<file path="src/rtl/rom_ctrl_arb_pkg.sv">
`default_nettype none
// ============================================================================
// Module      : rom_ctrl_arb_pkg
// Description : Shared types and constants for the rom_ctrl ROM-port arbiter.
//               ROM_CTRL_ARB_SPARSE_FSM_EN selects a 6-bit sparse state
//               encoding; otherwise the state is plain 2-bit binary.
// Revision    : 1.0 - initial release
// ============================================================================
package rom_ctrl_arb_pkg;

    localparam int STALL_CNT_W_DEFAULT = 8;

`ifdef ROM_CTRL_ARB_SPARSE_FSM_EN
    // Every pair of encodings differs in 4 bits, so any single or double
    // upset lands on an unlisted value that decodes as Error.
    localparam int ARB_STATE_W = 6;
    typedef enum logic [ARB_STATE_W-1:0] {
        ST_CHK_OWN  = 6'b101100,
        ST_HANDOVER = 6'b010110,
        ST_BUS_OWN  = 6'b110001,
        ST_ERROR    = 6'b001011
    } arb_state_e;
`else
    localparam int ARB_STATE_W = 2;
    typedef enum logic [ARB_STATE_W-1:0] {
        ST_CHK_OWN  = 2'd0,
        ST_HANDOVER = 2'd1,
        ST_BUS_OWN  = 2'd2,
        ST_ERROR    = 2'd3
    } arb_state_e;
`endif

    localparam arb_state_e ARB_ERROR_ENC = ST_ERROR;

    // Address width for a memory of the given depth (at least one bit).
    function automatic int vbits(input int depth);
        return (depth <= 1) ? 1 : $clog2(depth);
    endfunction

endpackage : rom_ctrl_arb_pkg
`default_nettype wire

</file>
<file path="src/rtl/rom_ctrl_arb_stall_cnt.sv">
`default_nettype none
// ============================================================================
// Module      : rom_ctrl_arb_stall_cnt
// Description : Saturating event counter; counts cycles with incr_i high and
//               holds at all-ones. Cleared only by reset.
// Revision    : 1.0 - initial release
// ============================================================================
module rom_ctrl_arb_stall_cnt #(
    parameter int WIDTH = 8
) (
    input  logic             clk_i,
    input  logic             rst_ni,
    input  logic             incr_i,
    output logic [WIDTH-1:0] cnt_o
);

    localparam logic [WIDTH-1:0] C_MAX = {WIDTH{1'b1}};

    logic [WIDTH-1:0] cnt_q;
    logic [WIDTH-1:0] cnt_d;

    // Next count: step by one unless already saturated.
    always_comb begin
        cnt_d = cnt_q;
        if (incr_i && (cnt_q != C_MAX)) begin
            cnt_d = cnt_q + WIDTH'(1);
        end
    end

    // Counter register with synchronous active-low clear.
    always_ff @(posedge clk_i) begin
        if (!rst_ni) begin
            cnt_q <= '0;
        end else begin
            cnt_q <= cnt_d;
        end
    end

    assign cnt_o = cnt_q;

endmodule : rom_ctrl_arb_stall_cnt
`default_nettype wire

</file>
<file path="src/rtl/rom_ctrl_rom_arb.sv">
`default_nettype none
// ============================================================================
// Module      : rom_ctrl_rom_arb
// Description : Owner select for the single ROM read port. The integrity
//               checker owns the port from reset; after its done flag a
//               one-cycle handover drains its last read and the bus adapter
//               owns the port until reset. Loss of done or a corrupted
//               state parks the port and raises a sticky alert.
//               Macro ROM_CTRL_ARB_SPARSE_FSM_EN selects the sparse
//               (hardened) state encoding.
// Revision    : 1.0 - initial release
// ============================================================================
module rom_ctrl_rom_arb
    import rom_ctrl_arb_pkg::*;
#(
    parameter int RomDepth  = 16,
    parameter int DW        = 32,
    parameter int StallCntW = STALL_CNT_W_DEFAULT,
    localparam int AW       = vbits(RomDepth)
) (
    input  logic                 clk_i,
    input  logic                 rst_ni,
    input  logic                 chk_req_i,
    input  logic [AW-1:0]        chk_addr_i,
    input  logic                 chk_done_i,
    input  logic                 bus_req_i,
    input  logic [AW-1:0]        bus_addr_i,
    output logic                 bus_gnt_o,
    output logic                 bus_rvalid_o,
    output logic [DW-1:0]        bus_rdata_o,
    output logic                 rom_req_o,
    output logic [AW-1:0]        rom_addr_o,
    input  logic [DW-1:0]        rom_rdata_i,
    output logic                 sel_bus_o,
    output logic                 alert_o,
    output logic [StallCntW-1:0] stall_cnt_o
);

    arb_state_e state_q;
    arb_state_e state_d;
    logic       rvalid_q;

    // Port mux and next-state logic; outputs follow the current state only.
    always_comb begin
        rom_req_o  = 1'b0;
        rom_addr_o = '0;
        bus_gnt_o  = 1'b0;
        state_d    = ARB_ERROR_ENC;
        unique case (state_q)
            ST_CHK_OWN: begin
                rom_req_o  = chk_req_i;
                rom_addr_o = chk_addr_i;
                state_d    = chk_done_i ? ST_HANDOVER : ST_CHK_OWN;
            end
            ST_HANDOVER: begin
                // Port idle for one cycle so the checker's final read returns.
                state_d = chk_done_i ? ST_BUS_OWN : ARB_ERROR_ENC;
            end
            ST_BUS_OWN: begin
                rom_req_o  = bus_req_i;
                rom_addr_o = bus_addr_i;
                bus_gnt_o  = bus_req_i;
                state_d    = chk_done_i ? ST_BUS_OWN : ARB_ERROR_ENC;
            end
            ST_ERROR: begin
                state_d = ARB_ERROR_ENC;
            end
            default: begin
                state_d = ARB_ERROR_ENC;
            end
        endcase
    end

    // Ownership state register; in the sparse build this is the hardened flop.
    always_ff @(posedge clk_i) begin
        if (!rst_ni) begin
            state_q <= ST_CHK_OWN;
        end else begin
            state_q <= state_d;
        end
    end

    // Read-valid tracks the grant one cycle later; reset drops any read in flight.
    always_ff @(posedge clk_i) begin
        if (!rst_ni) begin
            rvalid_q <= 1'b0;
        end else begin
            rvalid_q <= bus_gnt_o;
        end
    end

    assign bus_rvalid_o = rvalid_q;
    assign bus_rdata_o  = rvalid_q ? rom_rdata_i : '0;

    // Decode straight from the register; any value outside the three legal
    // operating states is treated as Error.
    assign sel_bus_o = (state_q == ST_BUS_OWN);
    assign alert_o   = !((state_q == ST_CHK_OWN)  ||
                         (state_q == ST_HANDOVER) ||
                         (state_q == ST_BUS_OWN));

    rom_ctrl_arb_stall_cnt #(
        .WIDTH (StallCntW)
    ) u_stall_cnt (
        .clk_i  (clk_i),
        .rst_ni (rst_ni),
        .incr_i (bus_req_i & ~bus_gnt_o),
        .cnt_o  (stall_cnt_o)
    );

endmodule : rom_ctrl_rom_arb
`default_nettype wire

</file>
<file path="config.mk">
export PLATFORM = sky130hd
export DESIGN_NAME = rom_ctrl_rom_arb
export DESIGN_NICKNAME = d
export VERILOG_FILES = /design/src/rtl/rom_ctrl_arb_pkg.sv /design/src/rtl/rom_ctrl_arb_stall_cnt.sv /design/src/rtl/rom_ctrl_rom_arb.sv
export SDC_FILE = /design/constraint.sdc
export NUM_CORES = 1
export LEC_CHECK = 0
export BUFFER_PORTS_ARGS = -buffer_cell sky130_fd_sc_hd__clkbuf_2
export CAP_MARGIN = 20
export CELL_PAD_IN_SITES_DETAIL_PLACEMENT = 1
export CELL_PAD_IN_SITES_GLOBAL_PLACEMENT = 2
export CORE_AREA = 2 2 84 70
export CTS_CLUSTER_SIZE = 14
export DETAILED_ROUTE_END_ITERATION = 7
export DIE_AREA = 0 0 86 72
export MAX_ROUTING_LAYER = met4
export PLACE_DENSITY = 0.78
export SKIP_LAST_GASP = 1
export SLEW_MARGIN = 10
export SYNTH_ARGS = -nofsm -noshare
export SYNTH_HDL_FRONTEND = slang
export SYNTH_HIERARCHICAL = 1
export SYNTH_SLANG_ARGS = --single-unit
</file>
<file path="constraint.sdc">
create_clock -name clk_i -period 4.8 [get_ports clk_i]
set_input_delay 0.96 -clock clk_i [delete_from_list [all_inputs] [get_ports clk_i]]
set_output_delay 0.96 -clock clk_i [all_outputs]
set_load 0.1 [all_outputs]
</file>
== Word level (Yosys, flattened, before mapping) ==
Cells that the tools add are included.

* Flip-flop bits (word level): 11
* Input bits: 45
* Output and inout bits: 49

* Bitwise gates (word level): 2
* Eq/ne operators: 4
* Add/subtract/negate cells: 1
* Muxes and demuxes: 7
* Reduce and logical (&&, ||, !) cells: 6

{| class="wikitable"
|+ Operators by type and width
! kind !! number
|-
| 32-bit two-way mux || 1
|-
| 8-bit by 1-bit adder with 8-bit output, second input constant || 1
|-
| 8-bit inequality test, second input constant || 1
|-
| 4-bit one-hot mux with 2 select lines || 1
|-
| 2-bit one-hot mux with 3 select lines || 1
|-
| 2-bit equality test, second input constant || 2
|-
| 1-bit two-way mux || 3
|-
| 2-bit by 1-bit equality test with 1-bit output, second input constant || 1
|-
| 2-bit zero test || 1
|-
| 1-bit logical OR || 2
|-
| 1-bit one-hot mux with 2 select lines || 1
|-
| 2-bit OR reduction || 1
|-
| 1-bit bitwise AND || 1
|-
| 1-bit logical AND || 1
|-
| 1-bit zero test || 1
|-
| 1-bit NOT || 1
|}

== Longest topological paths before layout ==
* Depth after elaboration: 5
* Gate-level depth with buffers: 6

== Hierarchy ==
Netlist, hierarchy kept.

{| class="wikitable"
|+ By module, submodules not included
! module !! times used !! cells an instance !! area an instance (um^2) !! sequential area each (um^2)
|-
| rom_ctrl_rom_arb || 1 || 55 || 419.2 || 60.1
|-
| rom_ctrl_arb_stall_cnt || 1 || 47 || 404.1 || 160.2
|}

== Worst setup path before layout ==
No wires, ideal clock.

* Kind: flip-flop to output port
* Start point: register state_q[0]
* End point: output port rom_req_o
* Path buffers: 0
* Setup slack: 1.184 ns
* Required time: 3.840 ns
* Stages on the path, launching flop included: 5
* Arrival: 2.656 ns
* Cells stage by stage: dfxtp_1 > inv_1 > ha_1 > and2_1 > a21o_2

* Longest elaborated chain between the ends: 2
* Elaborated cells on any way between the ends: 3
* Those cells by class: 1 x eq/ne; 1 x mux; 1 x reduce/logical

{| class="wikitable"
|+ Ends and longest elaborated chain
! what !! RTL line !! text
|-
| start: declaration || rom_ctrl_rom_arb.sv:39 || <nowiki>arb_state_e state_q;</nowiki>
|-
| start signal: assignment || rom_ctrl_rom_arb.sv:79 || <nowiki>state_q <= state_d;</nowiki>
|-
| 2-bit equality test || -- ||
|-
| named net sel_bus_o || rom_ctrl_rom_arb.sv:34 || <nowiki>output logic sel_bus_o,</nowiki>
|-
| 1-bit one-hot mux with 2 select lines || rom_ctrl_rom_arb.sv:49 || <nowiki>unique case (state_q)</nowiki>
|-
| end: declaration || rom_ctrl_rom_arb.sv:31 || <nowiki>output logic rom_req_o,</nowiki>
|}

The timed path passes the listed nets, and every way through them passes these cells.

== Final worst setup path ==
* Start point: input port bus_req_i
* End point: output port rom_req_o

* Longest elaborated chain between the ends: 1

{| class="wikitable"
|+ Ends and longest elaborated chain
! what !! RTL line !! text
|-
| start: declaration || rom_ctrl_rom_arb.sv:26 || <nowiki>input logic bus_req_i,</nowiki>
|-
| 1-bit one-hot mux with 2 select lines || rom_ctrl_rom_arb.sv:49 ||
|}

No other way between the ends.

==> metrics.txt <==
vias in the first global route roughly 1000; top-level port count 94; initial core utilization 0.1549; Worst Tran Pin Value roughly 690 ps; WL final about 3000 um; synthesized area per cell just over 8 um2; setup repair after global routing missed its margin no; number of register bits inferred by synthesis 11; clock power share 0.221; Chip Width 86 um; filler cell count a little under 700; count of TritonRoute iterations in the first routing pass 4; Final Hold Viols 0; maximum clock path buffer count 2; list of cells traversed by the critical path clkbuf_2 -> and2_1 -> a21o_2 -> clkbuf_2; insertion delay of the later-clocked pin in the worst-skew pair ~240 ps; first-pass GRT wire length about 4600 um; Vias 1075; detailed-route vias per instance roughly 4.1; maximum fanout along the worst path 3; net total in the final layout 245; Yosys warnings 6; clock buffer count from CTS 3; GRT Residual Overflow 0; H-Tree Level Count 1; Max transition margin 0.5381; Arr. time, crit path approximately 1800 ps; synthesized area approximately 820 um2; sum of negative setup slack 0 ps; post-synthesis cell type count 29; instance count of the mapped netlist 102; post-cts gate resize count 0; worst min-delay path class register to register; root buffer selected by CTS clkbuf_8; max-slew violation count 0; number of setup violations in the final report 0; wire length per cell after detailed routing 11.30 um; largest net degree at the start of global routing 34; post-route ant nets 0; kind of end point of the critical path output pin; highest cell delay on the worst timing path approximately 360 ps; CP top delay family buffers and inverters; sw power ~230 uW; power per standard cell area slightly above 300 nW/um2; total setup buffers inserted after CTS 0; Antenna Diode Count 0; CTS tree yes; run status completed; fraction of the cycle the final worst path needs 0.5659; max capacitance violation total 0; number of hold buffers added after CTS 0; Critical Path Slowest Stage Cell clkbuf_2; clk sink count 11; data required time at the worst endpoint approximately 3800 ps; detailed placement HPWL about 2500 um; share of total power in sequential cells 0.242; Min Clock Period, post-route 2716 ps; Final Wtd Congestion between 0.7 and 0.8; Die Y-Extent ~72 um; Mapped Nets about 150; Cell Rows 24; sequential share of the synthesized area 0.2675; buffers plus inverters on the worst setup path 2; number of port buffers between 90 and 100; count of routing violations after the opening detailed-route iteration 21; Placeable Area roughly 5300 um2; Hold WS 516.7 ps; initial antenna violation count 0; fraction of final layout cells sized beyond drive strength 1 0.5333; growth of design area from synthesis to finish 69.45%; Top cell by count, worst path clkbuf_2; maximum clock rate 368.1 MHz; post-route DRC violation count 0; net switching share of the total power 0.5283; worst clock skew 2.302 ps; leakage component of the power 0.7783 nW; element type at the critical path start input port; global-route usage over all layers 0.09467; Die Footprint just over 6000 um2; worst setup path category input port to output pin; clock input transition at the sequential cells of the worst setup and hold paths roughly 50 ps; peak ir drop on the vdd network roughly 0.18 mV; combinational share of power 0.537; internal power 203.6 uW
[worst min-delay path, cell delays in order (launching register included)]
cell and delay, ps:
dfxtp_1 340, nand2_1 70, mux2i_1 50
[synthesized netlist by cell type, drive strengths merged]
| library cell | n | area [um2] |
|---|---|---|
| a211oi | 2 | 15.01 |
| a21boi | 2 | 18.77 |
| a21o | 1 | 8.760 |
| a21oi | 5 | 25.02 |
| a22o | 4 | 40.04 |
| a311oi | 1 | 8.760 |
| a31oi | 1 | 6.260 |
| and2 | 33 | 206.5 |
| and2b | 1 | 8.760 |
| and3 | 3 | 18.77 |
| and4 | 2 | 18.77 |
| buf | 1 | 5.000 |
| clkbuf | 3 | 15.01 |
| dfxtp | 11 | 220.2 |
| ha | 4 | 50.05 |
| inv | 4 | 15.01 |
| mux2i | 2 | 20.02 |
| nand2 | 6 | 22.52 |
| nand2b | 2 | 12.51 |
| nand3 | 2 | 10.01 |
| nand4 | 2 | 12.51 |
| nor2b | 2 | 12.51 |
| nor3 | 3 | 15.01 |
| o21ai | 1 | 5.000 |
| o21bai | 2 | 15.01 |
| o311a | 1 | 10.01 |
| or4 | 1 | 7.510 |
[kinds of logic after synthesis]
logic type / count (synthesis) / synth area share
and+or+nand+nor: 57 / 0.4195
muxes: 2 / 0.02432
adders and majority gates: 4 / 0.06079
AOI/OAI and AO/OA: 20 / 0.1854
buffers and inverters: 8 / 0.04254
DFF: 11 / 0.2675
[power by group through the flow]
| stage | logic (mW) | clock network (mW) | registers, mW |
|---|---|---|---|
| after floorplan | 0.174 | 0 | 0.123 |
| after global placement | 0.232 | 0 | 0.106 |
| after detailed placement | 0.233 | 0 | 0.107 |
| after CTS | 0.234 | 0.100 | 0.105 |
| after global routing | 0.241 | 0.106 | 0.106 |
| final | 0.232 | 0.0953 | 0.105 |
[registers in the layout, indices dropped and copies added (netlist names)]
signal,count
bus_rvalid_o,1
state_q,2
u_stall_cnt/cnt_o,8
[layout make-up]
class                           instances  area (um2)  share of cell area
Clock buffer                            4       45.04             0.03229
Timing Repair Buffer                   93       465.4              0.3336
Multi-Input combinational cell         83       568.0              0.4072
Sequential cell                        11       220.2              0.1578
Inverter                                4       15.01             0.01076
Tap cell                               65       81.33             0.05830
[path summary, 6_finish.rpt]
| path | depth (start not counted) | from | slack [ps] | endpoint |
|---|---|---|---|---|
| setup / recovery | 4 | bus_req_i | 2080 | rom_req_o |
| hold / removal | 2 | u_stall_cnt/cnt_o[1] | 520 | u_stall_cnt/cnt_o[1] |
| setup reg to reg | 6 | state_q[0] | 2880 | u_stall_cnt/cnt_o[6] |
| hold reg to reg | 2 | u_stall_cnt/cnt_o[1] | 520 | u_stall_cnt/cnt_o[1] |
[routing by layer]
layer | GRT usage | share of wire
met2 | 0.1688 | 0.48
met1 | 0.1035 | 0.41
met5 | - | 0
met4 | 0.01587 | 0.0034
met3 | 0.03299 | 0.11
[cells in the final DEF (no fill, tap or decap)]
| cell | synthesis | layout |
|---|---|---|
| clkbuf_2 | 3 | 93 |
| and2_1 | 33 | 33 |
| dfxtp_1 | 11 | 11 |
| nand2_1 | 6 | 6 |
| a21oi_1 | 5 | 5 |
| inv_1 | 4 | 4 |
| a22o_2 | 4 | 4 |
| ha_1 | 4 | 4 |
| and3_1 | 3 | 3 |
| clkbuf_8 | 0 | 3 |
| nor3_1 | 3 | 3 |
| nor2b_1 | 2 | 2 |
| nand2b_1 | 2 | 2 |
| nand4_1 | 2 | 2 |
| o21bai_1 | 2 | 2 |
| nand3_1 | 2 | 2 |
| mux2i_1 | 2 | 2 |
| a211oi_1 | 2 | 2 |
| a21o_2 | 1 | 1 |
| o311a_1 | 1 | 1 |
| and2b_2 | 1 | 1 |
| clkbuf_1 | 0 | 1 |
| and4_2 | 1 | 1 |
| a21boi_2 | 1 | 1 |
| o21ai_0 | 1 | 1 |
| or4_1 | 1 | 1 |
| and4_1 | 1 | 1 |
| a31oi_1 | 1 | 1 |
| a21boi_0 | 1 | 1 |
| a311oi_1 | 1 | 1 |
[stage by stage]
step                cell area, um2  utilization  worst slack (ps)  power (mW)  instances
floorplan                    823.3            -              1184      0.2965        102
finish                        1395       0.2625              2084      0.4317        260
detailed placement            1350       0.2540              2080      0.3399        256
CTS                           1395       0.2625              2066      0.4386        260
global route                  1395       0.2625              1961      0.4531        260
global placement              1350       0.2540              2091      0.3386        256
No activity file was read; power rests on OpenSTA's default activity.
